[src/rtl/mem_access_ctrl_pkg.sv]
// Shared definitions for the data-memory access stage.
// Holds load/store op encodings (matching the load shifter's load_sel),
// the access FSM state encoding, address-error exception codes and the
// alignment-check helper used by the top level.
package mem_access_ctrl_pkg;

   // Load op encodings (identical to the load shifter's load_sel values)
   localparam logic [2:0] LOAD_LB  = 3'd0;
   localparam logic [2:0] LOAD_LBU = 3'd1;
   localparam logic [2:0] LOAD_LH  = 3'd2;
   localparam logic [2:0] LOAD_LHU = 3'd3;
   localparam logic [2:0] LOAD_LW  = 3'd4;
   localparam logic [2:0] LOAD_LWL = 3'd5;
   localparam logic [2:0] LOAD_LWR = 3'd6;

   // Store op encodings
   localparam logic [2:0] STORE_SB  = 3'd0;
   localparam logic [2:0] STORE_SH  = 3'd1;
   localparam logic [2:0] STORE_SW  = 3'd2;
   localparam logic [2:0] STORE_SWL = 3'd3;
   localparam logic [2:0] STORE_SWR = 3'd4;

   // Address-error exception codes
   localparam logic [4:0] EXC_ADEL = 5'd4;
   localparam logic [4:0] EXC_ADES = 5'd5;

   typedef enum logic [1:0] {
      ST_IDLE = 2'd0,
      ST_REQ  = 2'd1,
      ST_WAIT = 2'd2,
      ST_HOLD = 2'd3
   } state_e;

   // Alignment check on the raw address; unused op codes behave as LW/SW,
   // and the unaligned-word ops (LWL/LWR/SWL/SWR) can never fault.
   function automatic logic addr_misaligned(input logic is_store,
                                            input logic [2:0] op,
                                            input logic [1:0] addr_lo);
      logic bad;
      bad = 1'b0;
      if (is_store) begin
         case (op)
            STORE_SB, STORE_SWL, STORE_SWR: bad = 1'b0;
            STORE_SH:                       bad = addr_lo[0];
            default:                        bad = (addr_lo != 2'b00);
         endcase
      end else begin
         case (op)
            LOAD_LB, LOAD_LBU, LOAD_LWL, LOAD_LWR: bad = 1'b0;
            LOAD_LH, LOAD_LHU:                     bad = addr_lo[0];
            default:                               bad = (addr_lo != 2'b00);
         endcase
      end
      return bad;
   endfunction

endpackage

[src/rtl/mem_access_ctrl_store_aligner.sv]
// Combinational store lane aligner: the mirror image of the load shifter.
// Ports:
//   op        in  3   store op (SB/SH/SW/SWL/SWR; 5..7 behave as SW)
//   byte_sel  in  2   byte lane select (address low bits, endian-adjusted)
//   wdata     in  32  rt value
//   wstrb     out 4   byte enables
//   wdata_al  out 32  lane-aligned store data
module store_aligner
   import mem_access_ctrl_pkg::*;
(
   input  logic [2:0]  op,
   input  logic [1:0]  byte_sel,
   input  logic [31:0] wdata,
   output logic [3:0]  wstrb,
   output logic [31:0] wdata_al
);

   // Strobe and data lane selection per store op.
   // For SWL the shift is (3-bs) bytes; with a 2-bit bs, 3-bs == ~bs.
   always_comb begin
      wstrb    = 4'b0000;
      wdata_al = 32'h0000_0000;
      case (op)
         STORE_SB: begin
            wstrb    = 4'b0001 << byte_sel;
            wdata_al = {4{wdata[7:0]}};
         end
         STORE_SH: begin
            wstrb    = byte_sel[1] ? 4'b1100 : 4'b0011;
            wdata_al = {2{wdata[15:0]}};
         end
         STORE_SWL: begin
            wstrb    = 4'b1111 >> (~byte_sel);
            wdata_al = wdata >> {~byte_sel, 3'b000};
         end
         STORE_SWR: begin
            wstrb    = 4'b1111 << byte_sel;
            wdata_al = wdata << {byte_sel, 3'b000};
         end
         default: begin
            wstrb    = 4'b1111;
            wdata_al = wdata;
         end
      endcase
   end

endmodule

[src/rtl/mem_access_ctrl.sv]
// Data-memory access stage upstream of the load shifter.
// Takes one load/store per EX handshake, checks alignment, issues a
// word-aligned bus request with strobes and aligned store data, waits for
// read data and hands the raw word plus addr_lo/load_sel/rd to WB.
// Single outstanding transaction; ex_ready is high only when idle.
// Ports:
//   clk, resetn (sync active-low)
//   ex_valid/ex_ready, ex_is_store, ex_op, ex_addr, ex_wdata, ex_rd : EX side
//   req_valid/req_ready, req_wr, req_addr, req_wstrb, req_wdata     : bus request
//   resp_valid, resp_rdata                                          : bus read data
//   wb_valid/wb_ready, wb_addr_lo, wb_load_sel, wb_mem_data, wb_rd  : WB side
//   exc_valid, exc_is_store, exc_badvaddr                           : address error
module mem_access_ctrl
   import mem_access_ctrl_pkg::*;
#(
   parameter int BIG_ENDIAN = 0
)(
   input  logic        clk,
   input  logic        resetn,
   input  logic        ex_valid,
   output logic        ex_ready,
   input  logic        ex_is_store,
   input  logic [2:0]  ex_op,
   input  logic [31:0] ex_addr,
   input  logic [31:0] ex_wdata,
   input  logic [4:0]  ex_rd,
   output logic        req_valid,
   input  logic        req_ready,
   output logic        req_wr,
   output logic [31:0] req_addr,
   output logic [3:0]  req_wstrb,
   output logic [31:0] req_wdata,
   input  logic        resp_valid,
   input  logic [31:0] resp_rdata,
   output logic        wb_valid,
   input  logic        wb_ready,
   output logic [1:0]  wb_addr_lo,
   output logic [2:0]  wb_load_sel,
   output logic [31:0] wb_mem_data,
   output logic [4:0]  wb_rd,
   output logic        exc_valid,
   output logic        exc_is_store,
   output logic [31:0] exc_badvaddr
);

   localparam logic [1:0] ENDIAN_XOR = (BIG_ENDIAN != 0) ? 2'b11 : 2'b00;

   state_e      state_r;
   logic        ex_ready_r, req_valid_r, req_wr_r, wb_valid_r;
   logic        exc_valid_r, exc_is_store_r;
   logic [31:0] req_addr_r, req_wdata_r, wb_mem_data_r, exc_badvaddr_r;
   logic [3:0]  req_wstrb_r;
   logic [1:0]  wb_addr_lo_r;
   logic [2:0]  wb_load_sel_r;
   logic [4:0]  wb_rd_r;

   logic [1:0]  byte_sel_s;
   logic [3:0]  al_wstrb_s;
   logic [31:0] al_wdata_s;
   logic        misaligned_s;

   assign byte_sel_s   = ex_addr[1:0] ^ ENDIAN_XOR;
   assign misaligned_s = addr_misaligned(ex_is_store, ex_op, ex_addr[1:0]);

   store_aligner u_store_aligner (
      .op       (ex_op),
      .byte_sel (byte_sel_s),
      .wdata    (ex_wdata),
      .wstrb    (al_wstrb_s),
      .wdata_al (al_wdata_s)
   );

   // Access FSM with all outputs registered.
   always_ff @(posedge clk) begin
      if (!resetn) begin
         state_r        <= ST_IDLE;
         ex_ready_r     <= 1'b1;
         req_valid_r    <= 1'b0;
         req_wr_r       <= 1'b0;
         req_addr_r     <= 32'h0000_0000;
         req_wstrb_r    <= 4'b0000;
         req_wdata_r    <= 32'h0000_0000;
         wb_valid_r     <= 1'b0;
         wb_addr_lo_r   <= 2'b00;
         wb_load_sel_r  <= 3'd0;
         wb_mem_data_r  <= 32'h0000_0000;
         wb_rd_r        <= 5'd0;
         exc_valid_r    <= 1'b0;
         exc_is_store_r <= 1'b0;
         exc_badvaddr_r <= 32'h0000_0000;
      end else begin
         // exc_valid is a single-cycle pulse unless re-armed below
         exc_valid_r <= 1'b0;
         case (state_r)
            ST_IDLE: begin
               if (ex_valid) begin
                  if (misaligned_s) begin
                     exc_valid_r    <= 1'b1;
                     exc_is_store_r <= ex_is_store;
                     exc_badvaddr_r <= ex_addr;
                  end else begin
                     state_r     <= ST_REQ;
                     ex_ready_r  <= 1'b0;
                     req_valid_r <= 1'b1;
                     req_wr_r    <= ex_is_store;
                     req_addr_r  <= {ex_addr[31:2], 2'b00};
                     req_wstrb_r <= ex_is_store ? al_wstrb_s : 4'b0000;
                     req_wdata_r <= ex_is_store ? al_wdata_s : 32'h0000_0000;
                     if (!ex_is_store) begin
                        wb_addr_lo_r  <= ex_addr[1:0];
                        wb_load_sel_r <= ex_op;
                        wb_rd_r       <= ex_rd;
                     end
                  end
               end
            end
            ST_REQ: begin
               if (req_ready) begin
                  req_valid_r <= 1'b0;
                  if (req_wr_r) begin
                     // stores retire on acceptance
                     state_r    <= ST_IDLE;
                     ex_ready_r <= 1'b1;
                  end else begin
                     state_r <= ST_WAIT;
                  end
               end
            end
            ST_WAIT: begin
               if (resp_valid) begin
                  wb_mem_data_r <= resp_rdata;
                  wb_valid_r    <= 1'b1;
                  state_r       <= ST_HOLD;
               end
            end
            ST_HOLD: begin
               if (wb_ready) begin
                  wb_valid_r <= 1'b0;
                  ex_ready_r <= 1'b1;
                  state_r    <= ST_IDLE;
               end
            end
            default: begin
               state_r     <= ST_IDLE;
               ex_ready_r  <= 1'b1;
               req_valid_r <= 1'b0;
               wb_valid_r  <= 1'b0;
            end
         endcase
      end
   end

   assign ex_ready     = ex_ready_r;
   assign req_valid    = req_valid_r;
   assign req_wr       = req_wr_r;
   assign req_addr     = req_addr_r;
   assign req_wstrb    = req_wstrb_r;
   assign req_wdata    = req_wdata_r;
   assign wb_valid     = wb_valid_r;
   assign wb_addr_lo   = wb_addr_lo_r;
   assign wb_load_sel  = wb_load_sel_r;
   assign wb_mem_data  = wb_mem_data_r;
   assign wb_rd        = wb_rd_r;
   assign exc_valid    = exc_valid_r;
   assign exc_is_store = exc_is_store_r;
   assign exc_badvaddr = exc_badvaddr_r;

endmodule

[config.mk]
export PLATFORM = sky130hd
export DESIGN_NAME = mem_access_ctrl
export DESIGN_NICKNAME = d
export VERILOG_FILES = /design/src/rtl/mem_access_ctrl_pkg.sv /design/src/rtl/mem_access_ctrl_store_aligner.sv /design/src/rtl/mem_access_ctrl.sv
export SDC_FILE = /design/constraint.sdc
export NUM_CORES = 1
export LEC_CHECK = 0
export CORE_ASPECT_RATIO = 1.75
export CORE_MARGIN = 3
export CORE_UTILIZATION = 30
export DETAILED_ROUTE_END_ITERATION = 10
export REMOVE_ABC_BUFFERS = 1
export SLEW_MARGIN = 10
export SYNTH_ARGS = -nofsm -noshare
export SYNTH_HDL_FRONTEND = slang
export SYNTH_SLANG_ARGS = --single-unit
[constraint.sdc]
create_clock -name clk -period 2.4 [get_ports clk]
set_input_delay 0.48 -clock clk [delete_from_list [all_inputs] [get_ports clk]]
set_output_delay 0.48 -clock clk [all_outputs]
set_load 0.03 [all_outputs]
Yosys cells after proc, flatten, opt, wreduce, memory -nomap -nowiden
Cells that the tools add are included.
Widths: inputs -> output; s select.
{"block": "op_classes", "reduce_logical": 18, "n_mux": 29, "n_eq_ne": 15, "bitwise_logic": 3, "shifts": 5}
{"operator": "$pmux 32 s4", "count": 1}
{"operator": "$mux 32", "count": 1}
{"operator": "$shl 32x5->32", "count": 1}
{"operator": "$shr 32x5->32", "count": 1}
{"operator": "$pmux 4 s4", "count": 1}
{"operator": "$mux 1", "count": 12}
{"operator": "$mux 2", "count": 6}
{"operator": "$ne 2x2->1 const B", "count": 6}
{"operator": "$reduce_and 3->1", "count": 4}
{"operator": "$eq 3x3->1 const B", "count": 3}
{"operator": "$mux 4", "count": 2}
{"operator": "$pmux 1 s2", "count": 4}
{"operator": "$pmux 2 s4", "count": 1}
{"operator": "$reduce_and 4->1", "count": 2}
{"operator": "$eq 3x2->1 const B", "count": 2}
{"operator": "$reduce_and 6->1", "count": 1}
{"operator": "$reduce_bool 2->1", "count": 3}
{"operator": "$reduce_and 5->1", "count": 1}
{"operator": "$eq 2x2->1 const B", "count": 2}
{"operator": "$reduce_or 4->1", "count": 1}
{"operator": "$shl 1x2->4 const A", "count": 1}
{"operator": "$shl 4x2->4 const A", "count": 1}
{"operator": "$shr 4x2->4 const A", "count": 1}
{"operator": "$eq 3x1->1 const B", "count": 1}
{"operator": "other kinds (10)", "count": 11}
{"block": "totals", "ff_bits": 148, "out_inout_bits": 148, "input_bits": 111}

Depth between registers and ports, before layout
{"block": "depth", "depth_word": 7, "ltp_mapped": 8, "depth_no_buf": 5}

Modules after synthesis
Synthesis repeated with hierarchy kept, for this count alone.
{"block": "unflattened", "cells_unflattened": 878, "hier_area_um2": 7503.4}
{"module": "mem_access_ctrl", "area_per_inst_um2": 5714.2, "seq_area_each_um2": 2962.8, "cells_each": 634, "instances": 1}
{"module": "store_aligner", "area_per_inst_um2": 1789.2, "seq_area_each_um2": 0.0, "cells_each": 244, "instances": 1}

Least setup slack after synthesis
OpenSTA, ideal clock, no wires.
{"block": "synth_path", "path_kind": "input to register", "from": "input port ex_op[1]", "to": "register exc_badvaddr_r[10] (netlist: exc_badvaddr[10])", "t_arrival_ns": 1.730, "cell_stages": 8, "setup_time_ns": 0.128, "path_slack_ns": 0.543, "n_path_buf": 3, "path_cell_list": "buf_4 > nor2b_4 > a31oi_1 > nand4_1 > buf_2 > buf_6 > mux2i_1 > nor2_1"}
{"block": "synth_between", "elab_chain_cells": 5, "word_cells_on_any_way": 14, "classes_between": "eq/ne (6); mux (3); reduce/logical (5)"}
{"element": "start, declared", "line": "mem_access_ctrl.sv:23", "text": "input logic [2:0] ex_op,"}
{"element": "$eq 3x3->1 (tied with other cells)", "line": "mem_access_ctrl_pkg.sv:48", "text": "case (op)"}
{"element": "$reduce_or 4->1 (tied with other cells)", "line": "mem_access_ctrl_pkg.sv:48"}
{"element": "$pmux 1 s2, on equally long branches", "line": "mem_access_ctrl_pkg.sv:48, mem_access_ctrl_pkg.sv:42"}
{"element": "$mux 1 (*)", "line": "mem_access_ctrl_pkg.sv:41", "text": "if (is_store) begin"}
{"element": "$reduce_and 3->1 (no source line) (*)"}
{"element": "end signal, assigned", "line": "mem_access_ctrl.sv:100", "text": "exc_badvaddr_r <= ex_addr;"}
{"element": "end, declared", "line": "mem_access_ctrl.sv:51", "text": "logic [31:0] req_addr_r, req_wdata_r, wb_mem_data_r, exc_badvaddr_r;"}
Mark *: on every way between the ends. The rest lies on a longest branch, timed or not.
A chain may end at the register's enable or synchronous reset.

Final worst setup path
{"block": "layout_path", "from": "input port ex_op[1]", "to": "register req_addr_r[31] (netlist: req_addr[31])"}
{"block": "layout_between", "elab_chain_cells": 6, "word_cells_on_any_way": 15, "classes_between": "eq/ne (6); mux (3); bitwise (1); reduce/logical (5)"}
{"element": "$eq 3x3->1 (tied with other cells)", "line": "mem_access_ctrl_pkg.sv:48"}
{"element": "$reduce_or 4->1 (tied with other cells)", "line": "mem_access_ctrl_pkg.sv:48"}
{"element": "$pmux 1 s2, on equally long branches", "line": "mem_access_ctrl_pkg.sv:48, mem_access_ctrl_pkg.sv:42"}
{"element": "$mux 1 (*)", "line": "mem_access_ctrl_pkg.sv:41"}
{"element": "$not 1->1 (no source line) (*)"}
{"element": "$reduce_and 3->1 (no source line) (*)"}
{"element": "end signal, assigned", "line": "mem_access_ctrl.sv:106", "text": "req_addr_r <= {ex_addr[31:2], 2'b00};"}
{"element": "end, declared", "line": "mem_access_ctrl.sv:51"}
Marks and branches as above.

==> flow_summary.json <==
{
  "drc_errors": 0,
  "final_cells": 1338,
  "syn_area_um2": 6730,
  "drt-pass1-iter-count": 4,
  "maxCapViolCount": 0,
  "routed_wl_um": 24000,
  "ys_seq_area_share_pct": 44.1,
  "max_stage_delay_ns": 0.66,
  "p_clk_share_pct": 38.8,
  "synth_most_common_cell": "dfxtp_1",
  "setup_viol": 0,
  "yosysTopAreaCell": "dfxtp_1",
  "clockBufferDepth": 2,
  "fin_nets": 1145,
  "worst_skew_pair.late_latency_ns": 0.42,
  "ant_nets": 0,
  "vias": 6584,
  "cp_top_family": "buffers and inverters",
  "pwr-share-seq_pct": 38.9,
  "switching_power_mw": 1.97,
  "clk_pin_slew_ns": 0.06,
  "grt_max_degree": 66,
  "synth_cell_type_count": 48,
  "critPathLaunch": "ex_op[1]",
  "cts_setup_buffers": 0,
  "end_kind": "flop",
  "grt_pass1_vias": 6741,
  "cts_root_buffer": "clkbuf_16",
  "fin_util_pct": 48.4,
  "power_frac_comb_pct": 22.3,
  "synth_common_cells": "dfxtp_1 (148), nand2_1 (115), mux2i_1 (90), nor2_1 (88), a21oi_1 (60)",
  "rsz0062_at_grt": "false",
  "grt_pass1_wl_um": 37500,
  "p_int_mw": 4.87,
  "h-tree-depth": 4,
  "ctsResizeCount": 0,
  "status": "finished, final reports clean",
  "crit_type": "in2reg",
  "power_density_nw_per_um2": 649,
  "r2r-start": "state_r[0]",
  "drtIter0Drc": 447,
  "holdWs_ns": 0.452,
  "cts_buffers": 17,
  "final_hold_viol_count": 0,
  "ios": 259,
  "post-route-period-util_pct": 89.3,
  "area_growth_pct": 56.8,
  "portBuffers": 256,
  "fmax_mhz": 466,
  "coreArea_um2": 21800,
  "yosysTopAreaCellShare_pct": 44.1,
  "die-area_um2": 24300,
  "worstPathMaxFanout": 19,
  "vdd_drop_max_v": 0.000706,
  "n_antenna_cell": 0,
  "wire_per_inst_um": 18.0,
  "start_util_pct": 30.9,
  "p_sw_share_pct": 28.8,
  "min_period_ns": 2.14,
  "cpMaxStageDelayCell": "clkdlybuf4s50_1",
  "power_mw": 6.84,
  "fp.dieW_um": 119,
  "yosys_warnings": 0,
  "synth_seq_cells": 148,
  "synth_area_per_cell_um2": 8.97,
  "die_h_um": 204,
  "crit_buf_inv": 2,
  "syn_inst": 750,
  "min_from": "wb_mem_data[0]",
  "gp_congestion": 0.902,
  "synth_edf_count": 0,
  "synth.top_cells.by_area": "dfxtp_1 (44%), mux2i_1 (13%), nand2_1 (6.4%)",
  "async_flop_share_pct": 0,
  "antenna_found_initial": 0,
  "gr-total-overflow": 0,
  "synth_ff_type": "dfxtp_1",
  "dp.cells": 1307,
  "routed_via_density": 4.92,
  "critPathRequiredTime_ns": 2.68,
  "drive_above_1_share_pct": 11.4,
  "total_leakage_power_nw": 4.08,
  "worstMarginPinSlew_ns": 0.780,
  "start_kind": "input pin",
  "cts_sinks": 148,
  "rows": 71,
  "dpl.hpwl_um": 17800,
  "cts_tree": "built",
  "crit_arrival_ns": 2.42,
  "ctsHoldBuffers": 0,
  "slew_violations": 0,
  "hp-class": "reg2reg",
  "grt_use_total_pct": 19.7,
  "relSlewSlack_pct": 47.8,
  "crit_path_cell_trace": "clkdlybuf4s50_1 -> nor2b_4 -> a31oi_1 -> a31oi_4 -> buf_12 -> mux2i_1 -> nor2_1",
  "fin_skew_ns": 0.0104
}
==> final cells by class <==
type	instances	area [um^2]
Fill cell	2104	11200
Clock inverter	12	131
Sequential cell	148	2960
Inverter	9	35.0
Tap cell	292	365
Clock buffer	19	453
Multi-Input combinational cell	534	3410
Timing Repair Buffer	324	3180
==> path summary, 6_finish.rpt <==
path                         end  slack [ns]  depth (start not counted)
setup reg to reg    req_addr[31]        0.59                          6
hold reg to reg   wb_mem_data[0]        0.45                          2
setup / recovery    req_addr[31]        0.26                          7
hold / removal    wb_mem_data[0]        0.45                          2
==> per-stage QoR <==
step / TNS (ns) / area, um^2 / setup slack, ns
2_1_floorplan: -47.69 / 6400 / -0.759
3_3_place_gp: -8.34 / 9960 / -0.124
3_5_place_dp: -13.03 / 9960 / -0.167
4_1_cts: 0 / 10500 / 0.285
5_1_grt: 0 / 10500 / 0.0930
6_report: 0 / 10500 / 0.256
==> cell families after synthesis <==
logic type,count (synthesis),share of synthesized area (%)
simple gates,240,14.8
compound gates,194,19.6
flops,148,44.1
mux,98,16.1
buf+inv,69,5.34
other cells,1,0.0558
==> routing by layer <==
| metal | GRT usage (%) | wire length, um |
|---|---|---|
| met5 | 0 | 0 |
| met4 | 11.6 | 1060 |
| met3 | 5.10 | 1290 |
| met2 | 35.0 | 12700 |
| met1 | 20.6 | 9020 |
==> layout by cell type, fill, tap and decap left out, types with 2 or more instances in the layout <==
cell,count
a211oi_1,15
a21oi_1,60
a22o_1,15
a22oi_1,10
a2bb2oi_1,2
a31oi_1,2
and2_1,8
buf_12,9
buf_4,59
bufinv_16,2
clkbuf_16,17
clkbuf_8,2
clkdlybuf4s50_1,255
clkinv_1,3
clkinv_2,4
clkinv_4,2
clkinvlp_4,4
conb_1,2
dfxtp_1,148
inv_1,5
mux2i_1,90
mux4_2,8
nand2_1,115
nand2b_1,6
nand3_1,11
nand3b_1,2
nand4_1,2
nor2_1,87
nor2_2,2
nor2b_1,2
o21ai_0,31
o221ai_1,9
o22ai_1,15
o2bb2ai_1,22
==> power groups by stage <==
stage                     Combinational, mW  Sequential, mW  Clock [mW]
after global placement                 1.52            2.71           0
after floorplan                       0.503            2.95           0
after CTS                              1.54            2.66        2.75
final                                  1.53            2.66        2.65
after global routing                   1.63            2.67        2.85
after detailed placement               1.53            2.71           0
==> sequential cells by signal, summed over array words and instances (netlist names), named ones only <==
| register | flops |
|---|---|
| exc_badvaddr | 32 |
| req_wstrb | 4 |
| req_valid | 1 |
| state_r | 1 |
| wb_valid | 1 |
| exc_valid | 1 |
| req_wr | 1 |
| wb_rd | 5 |
| ex_ready | 1 |
| req_addr | 30 |
| wb_mem_data | 32 |
| exc_is_store | 1 |
| wb_addr_lo | 2 |
| req_wdata | 32 |
| wb_load_sel | 3 |
==> tightest hold or removal path, cell delays in order (launching register included) <==
cell,delay (ns)
dfxtp_1,0.30
nand2_1,0.05
a21oi_1,0.05
Power figures use the tool's default switching activity.
